==> src/rtl/hilo_pkg.sv <==
// hilo_pkg: shared op encoding, FSM states and default width for the HI/LO multiply sequencer
package hilo_pkg;
   localparam int DEF_WIDTH = 32;
   typedef enum logic [2:0] {
      OP_NOP   = 3'd0,
      OP_MULT  = 3'd1,
      OP_MULTU = 3'd2,
      OP_MTHI  = 3'd3,
      OP_MTLO  = 3'd4
   } op_e;
   typedef enum logic [1:0] {IDLE, BUSY, DONE} state_e;
endpackage

==> src/rtl/hilo_mul_ctrl_if.sv <==
// hilo_mul_ctrl_if: EX-stage, multiplier and HI/LO read-path signals of the multiply sequencer
interface hilo_mul_ctrl_if #(parameter int WIDTH = hilo_pkg::DEF_WIDTH);
   logic               valid_i;
   logic [2:0]         op_i;
   logic [WIDTH-1:0]   src_a_i;
   logic [WIDTH-1:0]   src_b_i;
   logic               flush_i;
   logic [2*WIDTH-1:0] mul_result_i;
   logic               mul_ready_i;
   logic               mul_start_o;
   logic               mul_sign_o;
   logic [WIDTH-1:0]   mul_op1_o;
   logic [WIDTH-1:0]   mul_op2_o;
   logic               stall_o;
   logic [WIDTH-1:0]   hi_o;
   logic [WIDTH-1:0]   lo_o;
   modport master (
      output valid_i, op_i, src_a_i, src_b_i, flush_i, mul_result_i, mul_ready_i,
      input  mul_start_o, mul_sign_o, mul_op1_o, mul_op2_o, stall_o, hi_o, lo_o
   );
   modport slave (
      input  valid_i, op_i, src_a_i, src_b_i, flush_i, mul_result_i, mul_ready_i,
      output mul_start_o, mul_sign_o, mul_op1_o, mul_op2_o, stall_o, hi_o, lo_o
   );
endinterface

==> src/rtl/hilo_regs.sv <==
// hilo_regs: HI/LO architectural registers with MTHI/MTLO and product write ports
// HILO_BYPASS_EN forwards a same-cycle MTHI/MTLO value straight to the outputs.
module hilo_regs
   import hilo_pkg::*;
#(
   parameter int WIDTH = DEF_WIDTH
) (
   input  logic               clk,
   input  logic               rst,
   input  logic               hi_we,
   input  logic               lo_we,
   input  logic               prod_we,
   input  logic [WIDTH-1:0]   wdata,
   input  logic [2*WIDTH-1:0] prod,
   output logic [WIDTH-1:0]   hi,
   output logic [WIDTH-1:0]   lo
);
   logic [WIDTH-1:0] hi_q, lo_q;
   always_ff @(posedge clk) begin
      if (rst) begin
         hi_q <= '0;
         lo_q <= '0;
      end else if (prod_we) begin
         hi_q <= prod[2*WIDTH-1:WIDTH];
         lo_q <= prod[WIDTH-1:0];
      end else begin
         if (hi_we) hi_q <= wdata;
         if (lo_we) lo_q <= wdata;
      end
   end
`ifdef HILO_BYPASS_EN
   assign hi = hi_we ? wdata : hi_q;
   assign lo = lo_we ? wdata : lo_q;
`else
   assign hi = hi_q;
   assign lo = lo_q;
`endif
endmodule

==> src/rtl/hilo_mul_ctrl.sv <==
// hilo_mul_ctrl: EX-stage sequencer for the multi-cycle multiplier, owner of HI/LO
// HILO_BYPASS_EN (optional) forwards MTHI/MTLO data to hi_o/lo_o in the write cycle.
module hilo_mul_ctrl
   import hilo_pkg::*;
#(
   parameter int WIDTH = DEF_WIDTH
) (
   input logic           clk,
   input logic           rst,
   hilo_mul_ctrl_if.slave bus
);
   state_e state;
   logic   idle_go, mul_go, hi_we, lo_we, prod_we;
   assign idle_go = state == IDLE && bus.valid_i && !bus.flush_i;
   assign mul_go  = idle_go && (bus.op_i == OP_MULT || bus.op_i == OP_MULTU);
   assign hi_we   = idle_go && bus.op_i == OP_MTHI;
   assign lo_we   = idle_go && bus.op_i == OP_MTLO;
   assign prod_we = state == BUSY && bus.mul_ready_i && !bus.flush_i;
   assign bus.stall_o = state == BUSY || mul_go;
   // DONE swallows the retiring MULT still sitting at EX and forces a low start cycle
   always_ff @(posedge clk) begin
      if (rst) begin
         state           <= IDLE;
         bus.mul_start_o <= 1'b0;
         bus.mul_sign_o  <= 1'b0;
         bus.mul_op1_o   <= '0;
         bus.mul_op2_o   <= '0;
      end else if (bus.flush_i && state != IDLE) begin
         state           <= IDLE;
         bus.mul_start_o <= 1'b0;
      end else begin
         case (state)
            IDLE: if (mul_go) begin
               bus.mul_op1_o   <= bus.src_a_i;
               bus.mul_op2_o   <= bus.src_b_i;
               bus.mul_sign_o  <= bus.op_i == OP_MULT;
               bus.mul_start_o <= 1'b1;
               state           <= BUSY;
            end
            BUSY: if (bus.mul_ready_i) begin
               bus.mul_start_o <= 1'b0;
               state           <= DONE;
            end
            default: state <= IDLE;
         endcase
      end
   end
   hilo_regs #(.WIDTH(WIDTH)) u_regs (
      .clk     (clk),
      .rst     (rst),
      .hi_we   (hi_we),
      .lo_we   (lo_we),
      .prod_we (prod_we),
      .wdata   (bus.src_a_i),
      .prod    (bus.mul_result_i),
      .hi      (bus.hi_o),
      .lo      (bus.lo_o)
   );
endmodule
==> src/flat_wrapper.sv <==
// flat-port wrapper written by rule: the top's interface ports become plain ports
module hilo_mul_ctrl_flat import hilo_pkg::*;
#(
   parameter int WIDTH = DEF_WIDTH
)
  (clk, rst, bus_valid_i, bus_op_i, bus_src_a_i, bus_src_b_i, bus_flush_i, bus_mul_result_i, bus_mul_ready_i, bus_mul_start_o, bus_mul_sign_o, bus_mul_op1_o, bus_mul_op2_o, bus_stall_o, bus_hi_o, bus_lo_o);
  hilo_mul_ctrl_if #(.WIDTH(WIDTH)) bus_i ();
  input logic clk;
  input logic rst;
  input wire logic [$bits(bus_i.valid_i)-1:0] bus_valid_i;
  input wire logic [$bits(bus_i.op_i)-1:0] bus_op_i;
  input wire logic [$bits(bus_i.src_a_i)-1:0] bus_src_a_i;
  input wire logic [$bits(bus_i.src_b_i)-1:0] bus_src_b_i;
  input wire logic [$bits(bus_i.flush_i)-1:0] bus_flush_i;
  input wire logic [$bits(bus_i.mul_result_i)-1:0] bus_mul_result_i;
  input wire logic [$bits(bus_i.mul_ready_i)-1:0] bus_mul_ready_i;
  output wire logic [$bits(bus_i.mul_start_o)-1:0] bus_mul_start_o;
  output wire logic [$bits(bus_i.mul_sign_o)-1:0] bus_mul_sign_o;
  output wire logic [$bits(bus_i.mul_op1_o)-1:0] bus_mul_op1_o;
  output wire logic [$bits(bus_i.mul_op2_o)-1:0] bus_mul_op2_o;
  output wire logic [$bits(bus_i.stall_o)-1:0] bus_stall_o;
  output wire logic [$bits(bus_i.hi_o)-1:0] bus_hi_o;
  output wire logic [$bits(bus_i.lo_o)-1:0] bus_lo_o;
  assign bus_i.valid_i = bus_valid_i;
  assign bus_i.op_i = bus_op_i;
  assign bus_i.src_a_i = bus_src_a_i;
  assign bus_i.src_b_i = bus_src_b_i;
  assign bus_i.flush_i = bus_flush_i;
  assign bus_i.mul_result_i = bus_mul_result_i;
  assign bus_i.mul_ready_i = bus_mul_ready_i;
  assign bus_mul_start_o = bus_i.mul_start_o;
  assign bus_mul_sign_o = bus_i.mul_sign_o;
  assign bus_mul_op1_o = bus_i.mul_op1_o;
  assign bus_mul_op2_o = bus_i.mul_op2_o;
  assign bus_stall_o = bus_i.stall_o;
  assign bus_hi_o = bus_i.hi_o;
  assign bus_lo_o = bus_i.lo_o;
  hilo_mul_ctrl #(.WIDTH(WIDTH)) u_core (.clk(clk), .rst(rst), .bus(bus_i));
endmodule
==> config.mk <==
export PLATFORM = sky130hd
export DESIGN_NAME = hilo_mul_ctrl_flat
export DESIGN_NICKNAME = d
export VERILOG_FILES = /design/src/rtl/hilo_pkg.sv /design/src/rtl/hilo_mul_ctrl_if.sv /design/src/rtl/hilo_regs.sv /design/src/rtl/hilo_mul_ctrl.sv /design/src/flat_wrapper.sv
export SDC_FILE = /design/constraint.sdc
export NUM_CORES = 1
export LEC_CHECK = 0
export CORE_MARGIN = 2
export CORE_UTILIZATION = 35
export CTS_BUF_LIST = sky130_fd_sc_hd__clkbuf_16
export DETAILED_ROUTE_END_ITERATION = 10
export GPL_ROUTABILITY_DRIVEN = 1
export PLACE_DENSITY_LB_ADDON = 0.12
export SETUP_SLACK_MARGIN = 0.4
export SLEW_MARGIN = 20
export SYNTH_ARGS = -nofsm -noshare
export SYNTH_HDL_FRONTEND = slang
export SYNTH_SLANG_ARGS = --single-unit
==> constraint.sdc <==
create_clock -name clk -period 2.8 [get_ports clk]
set_input_delay 0.56 -clock clk [delete_from_list [all_inputs] [get_ports clk]]
set_output_delay 0.56 -clock clk [all_outputs]
set_load 0.03 [all_outputs]
Word-level counts from Yosys, hierarchy flattened
Cells that the tools add are included.

Logic and storage cells: 45. Output and inout port bits: 131. Register bits after elaboration: 132.

Bitwise operators: 1. Eq/ne operators: 7. Muxes and demuxes: 10. Reductions and logical operators: 20.

Operators with widths (count): $mux 32 (4); $logic_and 1x1->1 (8); $reduce_bool 2->1 (4); $eq 3x2->1 const B (2); $reduce_and 3->1 (2); $mux 2 (2); $pmux 2 s2 (1); $eq 3x1->1 const B (1); $eq 3x3->1 const B (1); $eq 2x1->1 const B (1); $logic_not 2->1 (1); $logic_or 1x1->1 (2); $mux 1 (2); $ne 2x1->1 const B (1); $ne 2x2->1 const B (1); $pmux 1 s2 (1); $reduce_and 2->1 (1); $reduce_or 2->1 (1); $logic_not 1->1 (1); $not 1->1 (1).

Depth between registers and ports, before layout
Word-level depth: 6. Mapped depth: 6.

By module
Synthesis repeated with hierarchy kept, for this count alone.

Cell total of the unflattened synthesis: 613. Area, all modules: 6283.5 um^2.

Modules (own cells, without submodules): hilo_regs (area each 3229.3 um^2, cells an instance 285, instances 1, sequential area each 1281.2 um^2); hilo_mul_ctrl (area each 3054.2 um^2, cells an instance 328, instances 1, sequential area each 1361.3 um^2).

Worst setup path before layout
OpenSTA, ideal clock, no wires.

Path type: input-to-output. Start: in bus_flush_i. End: out bus_stall_o. Setup slack: 0.496 ns. Required time: 2.240 ns. Arrival: 1.744 ns. Cell stages on the path: 4. Path through: or4b_1 nor3_2 buf_4 nand2b_1.

Cells in the longest elaborated chain, start to end: 4.

RTL lines: start, declared (RTL line flat_wrapper.sv:14) `input wire logic [$bits(bus_i.flush_i)-1:0] bus_flush_i;`; $logic_not 1->1 (RTL line hilo_mul_ctrl.sv:14) `assign idle_go = state == IDLE && bus.valid_i && !bus.flush_i;`; $logic_and 1x1->1 (RTL line hilo_mul_ctrl.sv:14); $logic_and 1x1->1 (RTL line hilo_mul_ctrl.sv:15) `assign mul_go = idle_go && (bus.op_i == OP_MULT || bus.op_i == OP_MULTU);`; $logic_or 1x1->1 (RTL line hilo_mul_ctrl.sv:19) `assign bus.stall_o = state == BUSY || mul_go;`; end, declared (RTL line flat_wrapper.sv:21) `output wire logic [$bits(bus_i.stall_o)-1:0] bus_stall_o;`.

No other way between the ends.

Worst setup path after layout
Start: in bus_op_i[1]. End: out bus_stall_o.

Cells in the longest elaborated chain, start to end: 4. Elaborated cells between the ends (all ways): 5.

RTL lines: start, declared (RTL line flat_wrapper.sv:11) `input wire logic [$bits(bus_i.op_i)-1:0] bus_op_i;`; $eq 3x1->1 / $eq 3x2->1 (equally long branches) (RTL line hilo_mul_ctrl.sv:15); $logic_or 1x1->1 * (RTL line hilo_mul_ctrl.sv:15); $logic_and 1x1->1 * (RTL line hilo_mul_ctrl.sv:15); $logic_or 1x1->1 * (RTL line hilo_mul_ctrl.sv:19).

Every way passes the cells marked *; elsewhere a longest branch is shown, timed or not.

==> results.sh <==
export IMPL_routedWlPerCell_um=17.1
export IMPL_fp_dieW_um=131
export IMPL_power_frac_seq_pct=39.7
export IMPL_setup_viol=0
export IMPL_drt_iter0_drc=214
export IMPL_path_max_fanout=5
export IMPL_synth_edff_count=0
export IMPL_synth_yosys_seq_area_share_pct=46.9
export IMPL_grt_pass1_wl_um=28000
export IMPL_portBuffers=266
export IMPL_dp_hpwl_um=12800
export IMPL_cts_sink_count=132
export IMPL_clk_pin_slew_ns=0.05
export IMPL_maxSlewViolCount=0
export IMPL_cts_tree="yes"
export IMPL_fmax_mhz=422
export IMPL_syn_avg_cell_area_um2=9.49
export IMPL_rows=46
export IMPL_synth_largest_area_cell="dfxtp_1"
export IMPL_net_switching_power_w=0.00118
export IMPL_yosys_area_top_type_share_pct=46.9
export IMPL_status="completed"
export IMPL_arrival_ns=1.81
export IMPL_grt_pass1_vias=5430
export IMPL_post_place_cells=1037
export IMPL_via_per_inst=5.05
export IMPL_synth_area_top_cells="dfxtp_1, mux2i_1, a221oi_1"
export IMPL_worstMarginPinSlew_ns=0.741
export IMPL_coreArea_um2=15800
export IMPL_irDropWorstVdd_mv=0.403
export IMPL_area_growth_pct=63.2
export IMPL_rsz0062_at_grt="no"
export IMPL_pre_cts_ws_ns=0.228
export IMPL_cts_buffer_depth=2
export IMPL_pwr_share_comb_pct=13.4
export IMPL_synth_cell_area_um2=5640
export IMPL_period_needed_ns=2.37
export IMPL_drt_wl_total_um=18300
export IMPL_stdcell_area_um2=9200
export IMPL_floorplan_initialDensity_pct=35.6
export IMPL_p_int_w=0.00375
export IMPL_instances_no_fill=1070
export IMPL_synth_seq_cells=132
export IMPL_endpoint_kind="output pin"
export IMPL_antenna_found_initial=0
export IMPL_p_leak_nw=3.15
export IMPL_synth_cells=594
export IMPL_die_h_um=131
export IMPL_track_usage_pct=21.0
export IMPL_vias=5401
export IMPL_p_sw_share_pct=24.0
export IMPL_cts_made_buffers=17
export IMPL_async_flop_share_pct=0
export IMPL_skew_ns=0.00662
export IMPL_overflow=0
export IMPL_hold_path_class="reg2reg"
export IMPL_io_pins=267
export IMPL_layout_drive_gt1_share_pct=6.79
export IMPL_critPathLaunchType="input pin"
export IMPL_ctsHoldBuffers=0
export IMPL_clock_latency_ns=0.41
export IMPL_drv_cap=0
export IMPL_layout_setup_ws_ns=0.428
export IMPL_drtAntennaViolNets=0
export IMPL_insertedDiodeCount=0
export IMPL_fillerInstances=1367
export IMPL_clock_root_buffer="clkbuf_16"
export IMPL_drc=0
export IMPL_fin_setup_tns_ns=0
export IMPL_post_route_period_util_pct=84.7
export IMPL_ys_warn_count=0
export IMPL_drtPass1Iterations=4
export IMPL_power_density_nw_per_um2=537
export IMPL_synth_ff_type="dfxtp_1"
export IMPL_total_power_w=0.00494
export IMPL_slew_headroom_pct=50.6
export IMPL_hold_violations=0
export IMPL_clockPowerShare_pct=46.9
export IMPL_htree_levels=4
export IMPL_crit_required_ns=2.24
export IMPL_placed_cell_area_um2=8560
export IMPL_critical_path_class="in2out"
export IMPL_dieArea_um2=17100
export IMPL_syn_num_nets=730
export IMPL_gp_congestion=0.780
export IMPL_yosysUniqueCellTypes=31
export IMPL_final_nets=977
export IMPL_grt_max_degree=67
state kept, by name, indices dropped and copies added, names as in the netlist:
register                count
u_core.state                2
u_core.u_regs.lo           32
u_core.bus.mul_sign_o       1
u_core.bus.mul_start_o      1
u_core.u_regs.hi           32
u_core.bus.mul_op1_o       32
u_core.bus.mul_op2_o       32
layer usage:
metal	vias up	global-route usage (%)	part of all wire, %
met3	31	6.88	7.4
met5	-	0	0
met2	195	37.7	51
met4	0	7.51	2.3
li1	2594	-	-
met1	2581	23.3	40
power groups by stage:
stage	Clock (W)	Sequential [W]	Combinational [W]
after CTS	0.00236	0.00196	0.000668
after global placement	0	0.00200	0.000653
after floorplan	0	0.00210	0.000186
final	0.00232	0.00196	0.000663
after global routing	0.00244	0.00196	0.000708
after detailed placement	0	0.00200	0.000662
synth_stat cells, drive strengths merged, types with 2 or more instances:
| cell | number |
|---|---|
| a221oi | 64 |
| nand2b | 2 |
| mux2i | 128 |
| nand2 | 128 |
| clkbuf | 35 |
| dfxtp | 132 |
| buf | 20 |
| nor3 | 2 |
| nor2 | 65 |
kinds of logic (layout without fill, tap and decap cells):
kind of cell | count (synthesis) | count (layout) | share of synthesized area [%]
AND/OR/NAND/NOR | 204 | 204 | 14.4
flip-flops | 132 | 132 | 46.9
multiplexers | 128 | 128 | 22.7
AO/OA/AOI/OAI | 72 | 72 | 11.1
buffers and inverters | 57 | 317 | 4.77
XOR/XNOR | 1 | 1 | 0.155
per-stage QoR:
stage | hold slack (ns) | utilization [%]
6_report | 0.457 | 58.1
5_1_grt | 0.475 | 58.1
4_1_cts | 0.459 | 58.1
3_5_place_dp | 0.448 | 54.1
3_3_place_gp | 0.442 | 54.1
2_1_floorplan | 0.583 | -
path summary, 6_finish.rpt:
path / startpoint / cells past startpoint / end / slack (ns)
min reg2reg: u_core.bus.mul_op1_o[24] / 2 / u_core.bus.mul_op1_o[24] / 0.46
max: bus_op_i[1] / 5 / bus_stall_o / 0.43
min: u_core.bus.mul_op1_o[24] / 2 / u_core.bus.mul_op1_o[24] / 0.46
max reg2reg: u_core.state[1] / 5 / u_core.bus.mul_op1_o[17] / 0.82
cell type report:
| type | instances | area (um2) | area share (%) |
|---|---|---|---|
| clock buffers | 17 | 425 | 4.62 |
| clock inverters | 15 | 189 | 2.05 |
| inverters | 2 | 10.0 | 0.109 |
| multi-input cells | 405 | 2760 | 30.0 |
| flip-flops and latches | 132 | 2640 | 28.7 |
| well taps | 216 | 270 | 2.94 |
| repair buffers | 283 | 2900 | 31.5 |
layout by cell type (no fill, tap or decap), types with 3 or more instances in the layout:
cell,count
buf_12,9
dfxtp_1,131
a221oi_1,64
mux2i_1,128
nor2_1,65
clkinv_4,3
buf_4,8
clkbuf_16,17
nand2_1,128
clkdlybuf4s50_1,261
bufinv_16,4
clkinv_2,4
critical path: stages:
cell             delay (ns)
clkdlybuf4s50_1        0.51
xnor2_1                0.37
nor3_4                 0.08
nand2b_4               0.15
buf_6                  0.13
timing repair:
item                       in CTS  in global routing
pin swaps                       2                  1
gates cloned                    0                  0
buffers inserted                1                  0
resized for setup               6                  1
setup endpoints to repair       1                  1
Power figures use the tool's default switching activity.
